<file path="config.mk">
export PLATFORM = sky130hd
export DESIGN_NAME = mcycle_control
export DESIGN_NICKNAME = d
export VERILOG_FILES = /design/src/rtl/mips_defs.sv /design/src/rtl/mcycle_control.sv
export SDC_FILE = /design/constraint.sdc
export NUM_CORES = 1
export LEC_CHECK = 0
export ABC_AREA = 1
export CAP_MARGIN = 20
export CORE_MARGIN = 4
export CORE_UTILIZATION = 40
export CTS_CLUSTER_DIAMETER = 40
export DETAILED_ROUTE_END_ITERATION = 12
export GPL_ROUTABILITY_DRIVEN = 1
export PLACE_DENSITY = 0.71
export SLEW_MARGIN = 30
export SYNTH_ARGS = -nofsm -noshare
export SYNTH_HDL_FRONTEND = slang
export SYNTH_SLANG_ARGS = --single-unit
</file>
<file path="constraint.sdc">
create_clock -name clk -period 1.28 [get_ports clk]
set_clock_uncertainty 0.1 [all_clocks]
set_input_delay 0.192 -clock clk [delete_from_list [all_inputs] [get_ports clk]]
set_output_delay 0.192 -clock clk [all_outputs]
set_load 0.01 [all_outputs]
</file>
<file path="src/rtl/mips_defs.sv">
// Shared encodings for the multicycle MIPS control path: opcodes, functs, FSM states,
// ALU and mux selector codes. Imported by the controller and its benches.
package mips_defs;

    typedef enum logic [2:0] {
        StIfetch = 3'd0,
        StDecode = 3'd1,
        StExec   = 3'd2,
        StMem    = 3'd3,
        StWb     = 3'd4
    } state_e;

    localparam logic [5:0] OpcRtype = 6'h00;
    localparam logic [5:0] OpcAddi  = 6'h08;
    localparam logic [5:0] OpcLui   = 6'h0F;
    localparam logic [5:0] OpcLw    = 6'h23;
    localparam logic [5:0] OpcSw    = 6'h2B;
    localparam logic [5:0] OpcBeq   = 6'h04;

    localparam logic [5:0] FnAdd = 6'h20;
    localparam logic [5:0] FnSub = 6'h22;
    localparam logic [5:0] FnAnd = 6'h24;
    localparam logic [5:0] FnOr  = 6'h25;
    localparam logic [5:0] FnSlt = 6'h2A;

    localparam logic [3:0] AluAdd   = 4'd0;
    localparam logic [3:0] AluSub   = 4'd1;
    localparam logic [3:0] AluAnd   = 4'd2;
    localparam logic [3:0] AluOr    = 4'd3;
    localparam logic [3:0] AluSlt   = 4'd4;
    localparam logic [3:0] AluPassB = 4'd15;

    localparam logic [1:0] SrcReg  = 2'd0;
    localparam logic [1:0] SrcFour = 2'd1;
    localparam logic [1:0] SrcImm  = 2'd2;

    localparam logic [1:0] WbAlu = 2'd0;
    localparam logic [1:0] WbMem = 2'd1;
    localparam logic [1:0] WbLui = 2'd2;

    function automatic logic opcode_supported(input logic [5:0] op);
        logic ok;
        case (op)
            OpcRtype, OpcAddi, OpcLui, OpcLw, OpcSw, OpcBeq: ok = 1'b1;
            default:                                         ok = 1'b0;
        endcase
        return ok;
    endfunction

    // Returns {valid, alu_op} for an R-type funct field.
    function automatic logic [4:0] rtype_alu_op(input logic [5:0] fn);
        logic [4:0] res;
        case (fn)
            FnAdd:   res = {1'b1, AluAdd};
            FnSub:   res = {1'b1, AluSub};
            FnAnd:   res = {1'b1, AluAnd};
            FnOr:    res = {1'b1, AluOr};
            FnSlt:   res = {1'b1, AluSlt};
            default: res = {1'b0, AluAdd};
        endcase
        return res;
    endfunction

endpackage

</file>
<file path="src/rtl/mcycle_control.sv">
// Multicycle MIPS control FSM: IFETCH/DECODE/EXEC/MEM/WB sequencing with unbounded memory
// waits, a sticky illegal-instruction flag, and state exported for debug.
module mcycle_control
    import mips_defs::*;
(
    input  logic       clk,
    input  logic       reset,
    input  logic [5:0] opcode,
    input  logic [5:0] funct,
    input  logic       zero,
    input  logic       mem_ready,
    output logic       mem_read,
    output logic       mem_write,
    output logic       ir_write,
    output logic       pc_write,
    output logic       reg_write,
    output logic [3:0] alu_op,
    output logic [1:0] alu_src_b,
    output logic [1:0] wb_sel,
    output logic       pc_sel,
    output logic       illegal,
    output logic [2:0] state
);

    state_e     state_q, state_d;
    logic [5:0] op_q, funct_q;
    logic       illegal_q, illegal_d;
    logic [4:0] r_dec;

    assign r_dec   = rtype_alu_op(funct_q);
    assign state   = state_q;
    assign illegal = illegal_q;

    always_ff @(posedge clk or posedge reset) begin
        if (reset) begin
            state_q   <= StIfetch;
            op_q      <= '0;
            funct_q   <= '0;
            illegal_q <= 1'b0;
        end else begin
            state_q   <= state_d;
            illegal_q <= illegal_d;
            if (state_q == StDecode) begin
                op_q    <= opcode;
                funct_q <= funct;
            end
        end
    end

    always_comb begin
        state_d   = StIfetch;
        illegal_d = illegal_q;
        mem_read  = 1'b0;
        mem_write = 1'b0;
        ir_write  = 1'b0;
        pc_write  = 1'b0;
        reg_write = 1'b0;
        alu_op    = AluAdd;
        alu_src_b = SrcReg;
        wb_sel    = WbAlu;
        pc_sel    = 1'b0;

        unique case (state_q)
            StIfetch: begin
                mem_read  = 1'b1;
                alu_src_b = SrcFour;
                // Reset parks the FSM here; keep the write pulses quiet while it is held.
                if (mem_ready && !reset) begin
                    ir_write = 1'b1;
                    pc_write = 1'b1;
                    state_d  = StDecode;
                end else begin
                    state_d  = StIfetch;
                end
            end

            StDecode: begin
                if (opcode_supported(opcode)) begin
                    state_d = StExec;
                end else begin
                    state_d   = StIfetch;
                    illegal_d = 1'b1;
                end
            end

            StExec: begin
                case (op_q)
                    OpcRtype: begin
                        if (r_dec[4]) begin
                            alu_op  = r_dec[3:0];
                            state_d = StWb;
                        end else begin
                            illegal_d = 1'b1;
                            state_d   = StIfetch;
                        end
                    end
                    OpcAddi: begin
                        alu_src_b = SrcImm;
                        state_d   = StWb;
                    end
                    OpcLw, OpcSw: begin
                        alu_src_b = SrcImm;
                        state_d   = StMem;
                    end
                    OpcLui: begin
                        alu_op  = AluPassB;
                        state_d = StWb;
                    end
                    OpcBeq: begin
                        alu_op   = AluSub;
                        pc_write = zero;
                        pc_sel   = zero;
                        state_d  = StIfetch;
                    end
                    default: state_d = StIfetch;
                endcase
            end

            StMem: begin
                mem_read  = (op_q == OpcLw);
                mem_write = (op_q != OpcLw);
                if (mem_ready) begin
                    state_d = (op_q == OpcLw) ? StWb : StIfetch;
                end else begin
                    state_d = StMem;
                end
            end

            StWb: begin
                reg_write = 1'b1;
                if (op_q == OpcLw) begin
                    wb_sel = WbMem;
                end else if (op_q == OpcLui) begin
                    wb_sel = WbLui;
                end else begin
                    wb_sel = WbAlu;
                end
                state_d = StIfetch;
            end

            default: state_d = StIfetch;
        endcase
    end

endmodule
</file>
==> results.json, run 1 <==
{
  "first_iter_violations": 116,
  "clock-sinks": 16,
  "instances_no_fill": 282,
  "fin_area_um2": 2300,
  "hold_violations": 0,
  "grt_pass1_wl_um": 6870,
  "rows": 18,
  "port_buffers": 33,
  "dieWidth_um": 58.5,
  "slew_headroom_pct": 83.8,
  "grt_use_total_pct": 26.9,
  "critPathArrivalTime_ns": 1.77,
  "r2r_end": "illegal",
  "cp.required_ns": 0.99,
  "holdBufCountCts": 0,
  "outcome": "finished with violations",
  "syn_inst": 149,
  "crit_path_max_fanout": 2,
  "final_cell_mix": "buf_4 (43), buf_6 (27), inv_1 (21)",
  "routedWlPerCell_um": 21.7,
  "final.period_utilization_pct": 161,
  "powerDensity_nw_per_um2": 831,
  "synth.cell_area_um2": 1020,
  "syn_area_per_cell_um2": 6.84,
  "ir_worst_vdd_v": 0.000893,
  "core_area_um2": 2450,
  "r2r_cells": 10,
  "violations": "negative setup slack",
  "syn-num-nets": 165,
  "cts_made_buffers": 3,
  "clock_power_share_pct": 19.1,
  "antenna_found_initial": 0,
  "async_flop_share_pct": 100,
  "worstReg2RegStart": "state[2]",
  "clk_pin_slew_ns": 0.11,
  "ys_ff_latch": 16,
  "tightest_slew_ns": 0.243,
  "cpMostUsedCell": "buf_6",
  "rrSetupSlack_ns": -0.41,
  "area_delta_synth_final_pct": 126,
  "worst_setup_path_start_kind": "flip-flop",
  "insertedDiodeCount": 0,
  "dp_hpwl_um": 2480,
  "netSwitchingFraction_pct": 38.5,
  "ys.flop_type": "dfrtp_1",
  "power_w": 0.00191,
  "placed_cell_area_um2": 1700,
  "overflow": 0,
  "seq_area_um2": 404,
  "rsz0062_at_grt": "true",
  "htree_levels": 1,
  "end_kind": "primary output",
  "io_pins": 34,
  "p_switching_w": 0.000736,
  "p_seq_share_pct": 35.1,
  "power.leakage_nw": 1.13,
  "clock-root-buffer": "clkbuf_4",
  "crit_buf_inv": 4,
  "finalWorstSetupSlack_ns": -0.786,
  "grt_pass1_vias": 1530,
  "cts_buffer_depth": 2,
  "routed_wl_um": 6110,
  "internal_power_w": 0.00118,
  "post-route-util_pct": 93.7,
  "layout-drive-gt1-share_pct": 63.5,
  "multi_input_area_um2": 777,
  "initial_core_util_pct": 41.5,
  "clkLatencyLatePin_ns": 0.30,
  "drv_cap": 0,
  "hold_path_class": "in -> async",
  "cts_tree": "yes",
  "grt_max_degree": 17,
  "worst-setup-path-type": "reg -> out",
  "die_h_um": 58.5,
  "cp_top_family": "buffers and inverters",
  "fin_crit_ns": 2.07,
  "drc": 0,
  "ys_seq_area_share_pct": 39.3,
  "synth_edf_count": 0,
  "synth_warnings": 0,
  "nNetsFinal": 269,
  "cp_slowest_cell": "dfrtp_2",
  "dp_cells": 252,
  "drtPass1Iterations": 4,
  "setup_viol": 33,
  "die-area_um2": 3420,
  "crit_path_cell_trace": "buf_6 > nor3_4 > buf_6 > buf_6 > nand2_4 > o31ai_4 > buf_2",
  "final_common_cell": "buf_4",
  "slowest_delay_ns": 0.44,
  "ys_types": 21,
  "max_freq_ghz": 0.484,
  "power_frac_comb_pct": 45.8,
  "ant_nets": 0,
  "via_count": 1598,
  "drv_slew": 0,
  "hold-worst-slack_ns": 0.205,
  "routabilityCongestion": 0.985,
  "routed_via_density": 5.67,
  "nFillCells": 79
}
==> flip-flops by register name (all words and copies together) (netlist names) <==
register,flops
funct_q,6
op_q,6
state,3
illegal,1
==> power by group through the flow <==
| stage | Combinational, W | Clock (W) | Sequential, W |
|---|---|---|---|
| global route | 0.000917 | 0.000384 | 0.000677 |
| CTS | 0.000611 | 0.000350 | 0.000630 |
| finish | 0.000876 | 0.000366 | 0.000671 |
| detailed placement | 0.000502 | 0 | 0.000639 |
| global placement | 0.000483 | 0 | 0.000635 |
| floorplan | 0.000209 | 0 | 0.000633 |
==> synth_stat cells, drive strengths merged, types with 2 or more instances <==
| cell type | n | area (um^2) |
|---|---|---|
| nand4 | 2 | 12.5 |
| nor3 | 8 | 72.6 |
| inv | 33 | 124 |
| nor2 | 28 | 110 |
| nand2 | 30 | 113 |
| a21oi | 9 | 45.0 |
| o21ai | 8 | 43.8 |
| nand3 | 8 | 50.1 |
| buf | 2 | 10.0 |
| dfrtp | 16 | 400 |
==> area by class of cell <==
type | instances | share of cell area, %
sequential | 16 | 17.6
multi-input combinational | 98 | 33.8
timing repair buffer | 101 | 39.9
tap | 30 | 1.63
inverter | 33 | 5.60
clock buffer | 4 | 1.58
==> worst max path at each step <==
stage,depth (start not counted),startpoint,end
after global placement,6,state[0],alu_op[0]
after detailed placement,5,state[0],alu_src_b[1]
after floorplan,5,state[0],pc_write
after CTS,8,op_q[4],alu_op[0]
after global routing,6,op_q[2],mem_read
final,7,state[0],alu_op[2]
==> routing by layer <==
layer / GRT usage, % / vias up / wire (um)
li1: - / 675 / -
met4: 19.2 / 0 / 623
met1: 26.2 / 734 / 2020
met5: 0 / - / 0
met2: 50.6 / 121 / 3050
met3: 4.39 / 68 / 415
==> worst register-to-register path, stage by stage (launching register included) <==
cell	delay, ns
dfrtp_1	0.46
buf_6	0.17
buf_6	0.11
inv_4	0.06
buf_6	0.10
nand3_4	0.14
nor2_4	0.13
nand2_2	0.09
nand2_1	0.07
nand3b_1	0.11
nand2_1	0.05
==> logic make-up (layout without fill, tap and decap cells) <==
kind of cell	Yosys count	after routing	share of synthesized area, %
buffers and inverters	35	138	13.1
AO/OA/AOI/OAI	21	21	11.8
flip-flops	16	16	39.3
AND/OR/NAND/NOR	77	77	35.8
==> through the flow <==
step	TNS [ns]	setup WS, ns
finish	-14.62	-0.786
global route	-15.84	-0.860
CTS	-10.75	-0.649
detailed placement	-11.14	-0.811
global placement	-10.03	-0.674
floorplan	-1.73	-0.235
==> what timing repair did <==
| item | CTS | global route |
|---|---|---|
| pin swaps | 15 | 14 |
| setup endpoints to repair | 34 | 34 |
| gates resized for setup | 118 | 73 |
| buffers inserted | 13 | 18 |
| gates cloned | 1 | 1 |
Note: power is estimated with default switching activity, not from simulation.
==> run 2, diff against run 1 <==
--- a/config.mk
+++ b/config.mk
@@ -6,8 +6,7 @@
 export NUM_CORES = 1
 export LEC_CHECK = 0
 export ABC_AREA = 1
-export CAP_MARGIN = 20
-export CORE_MARGIN = 4
+export CORE_MARGIN = 1
 export CORE_UTILIZATION = 40
 export CTS_CLUSTER_DIAMETER = 40
 export DETAILED_ROUTE_END_ITERATION = 12
==> constraint.sdc (replaced) <==
create_clock -name clk -period 1.9 [get_ports clk]
set_clock_uncertainty 0.1 [all_clocks]
set_input_delay 0.285 -clock clk [delete_from_list [all_inputs] [get_ports clk]]
set_output_delay 0.285 -clock clk [all_outputs]
set_load 0.01 [all_outputs]
==> run 2 against run 1 <==
  * The flow still finishes with violations (negative setup slack)
  * Clock power shrank 34%
  * Routed wire length shrank 39%
  * Register-to-register slack gained 0.61 ns
  * Sequential share of layout area grew 3.7 points
  * Design area shrank 18%
  * Worst hold slack gained 0.15 ns
  * Clock-buffer cell count is the same
  * Largest power group is now registers
==> results.json, run 2 (synthesis results as in run 1) <==
{
  "first_iter_violations": 37,
  "initial_core_util_pct": 44.4,
  "dieWidth_um": 52.5,
  "final_common_cell": "buf_4",
  "routed_wl_um": 3750,
  "ir_worst_vdd_v": 0.000534,
  "critPathArrivalTime_ns": 1.75,
  "finalWorstSetupSlack_ns": -0.235,
  "overflow": 0,
  "grt_use_total_pct": 26.0,
  "slowest_delay_ns": 0.43,
  "dp_cells": 234,
  "core_area_um2": 2300,
  "violations": "negative setup slack",
  "ant_nets": 0,
  "outcome": "finished with violations",
  "end_kind": "primary output",
  "worst_setup_path_start_kind": "flip-flop",
  "fin_area_um2": 1890,
  "holdBufCountCts": 0,
  "routabilityCongestion": 0.916,
  "post-route-util_pct": 82.1,
  "slew_headroom_pct": 56.7,
  "final_cell_mix": "buf_4 (35), nand2_1 (27), inv_1 (26)",
  "powerDensity_nw_per_um2": 557,
  "antenna_found_initial": 0,
  "setup_viol": 11,
  "final.period_utilization_pct": 112,
  "power.leakage_nw": 0.964,
  "clock-root-buffer": "clkbuf_4",
  "tightest_slew_ns": 0.648,
  "drv_slew": 0,
  "port_buffers": 33,
  "htree_levels": 1,
  "insertedDiodeCount": 0,
  "cts_buffer_depth": 2,
  "cts_made_buffers": 3,
  "worst-setup-path-type": "reg -> out",
  "drc": 0,
  "grt_max_degree": 17,
  "cp_slowest_cell": "dfrtp_1",
  "die_h_um": 52.5,
  "crit_path_max_fanout": 2,
  "die-area_um2": 2760,
  "hold_violations": 0,
  "instances_no_fill": 259,
  "crit_path_cell_trace": "nor2_4 > nand2_2 > nor3_2 > buf_4 > inv_4 > nor2_4 > inv_2 > o211ai_1 > buf_2",
  "clock-sinks": 16,
  "drv_cap": 0,
  "routed_via_density": 5.04,
  "area_delta_synth_final_pct": 84.9,
  "clkLatencyLatePin_ns": 0.31,
  "clk_pin_slew_ns": 0.11,
  "cts_tree": "yes",
  "grt_pass1_wl_um": 5020,
  "placed_cell_area_um2": 1570,
  "cp.required_ns": 1.51,
  "layout-drive-gt1-share_pct": 41.1,
  "fin_crit_ns": 2.13,
  "io_pins": 34,
  "max_freq_ghz": 0.468,
  "via_count": 1306,
  "drtPass1Iterations": 4,
  "cpMostUsedCell": "nor2_4",
  "dp_hpwl_um": 2100,
  "hold_path_class": "in -> async",
  "rows": 17,
  "grt_pass1_vias": 1200,
  "nNetsFinal": 248,
  "rsz0062_at_grt": "true",
  "routedWlPerCell_um": 14.5
}
-- run 2: cell types whose count changed in the layout (fill, tap and decap cells not counted), sizes merged --
| cell | previous run | this run |
|---|---|---|
| clkdlybuf4s15 | 1 | 0 |
| clkdlybuf4s50 | 15 | 19 |
| dlygate4sd2 | 0 | 1 |
| buf | 84 | 60 |
| clkbuf | 5 | 4 |
-- run 2: area by class of cell --
class                      count  area, um^2
multi-input combinational     98         593
fill                         144         412
clock buffer                   4        36.3
inverter                      33         126
sequential                    16         402
timing repair buffer          80         693
tap                           28        35.0
-- run 2: through the flow --
step                      setup WS (ns)  setup TNS, ns  hold slack, ns  total power (W)
after detailed placement         -0.215          -1.64           0.351         0.000710
after global placement           -0.190          -1.29           0.349         0.000701
final                            -0.235          -1.40           0.358          0.00105
after global routing             -0.290          -2.01           0.411          0.00109
after CTS                        -0.188         -0.861           0.334         0.000964
after floorplan                   0.160              0          0.0987         0.000566
-- run 2: timing repair --
action                                 in CTS  in global routing
endpoints found under the hold margin       0                  0
resized for setup                          71                 30
pin swaps                                   7                 17
setup buffers                              11                 15
setup endpoints to repair                  14                 12
-- run 2: worst paths after layout --
path,to,start,depth (start not counted),slack (ns)
worst min-delay path,op_q[1],reset,2,0.36
worst min register to register,illegal,illegal,2,0.40
worst max register to register,illegal,state[2],8,0.20
min in group clk,illegal,illegal,2,0.40
worst max-delay path,alu_op[0],op_q[5],9,-0.23
max in group asynchronous,state[1],reset,2,0.88
-- run 2: critical path: cells and delay by family (launching register included) --
family | cells | cell delay (ns)
buffers and inverters | 4 | 0.42
AND/OR/NAND/NOR | 4 | 0.49
flip-flops | 1 | 0.43
AO/OA/AOI/OAI | 1 | 0.10
-- run 2: power by group --
group          leakage [nW]  internal (W)  switching, W  total (W)
combinational         0.759      0.000181      0.000191   0.000372
clock                0.0210      0.000117      0.000126   0.000243
sequential            0.185      0.000388     0.0000470   0.000435
-- run 2: routing by layer --
layer | wire (um) | vias up | global-route usage (%)
met1 | 1540 | 605 | 27.3
met3 | 176 | 11 | 4.06
met5 | 0 | - | 0
met4 | 94 | 0 | 16.7
li1 | - | 630 | -
met2 | 1940 | 60 | 47.3
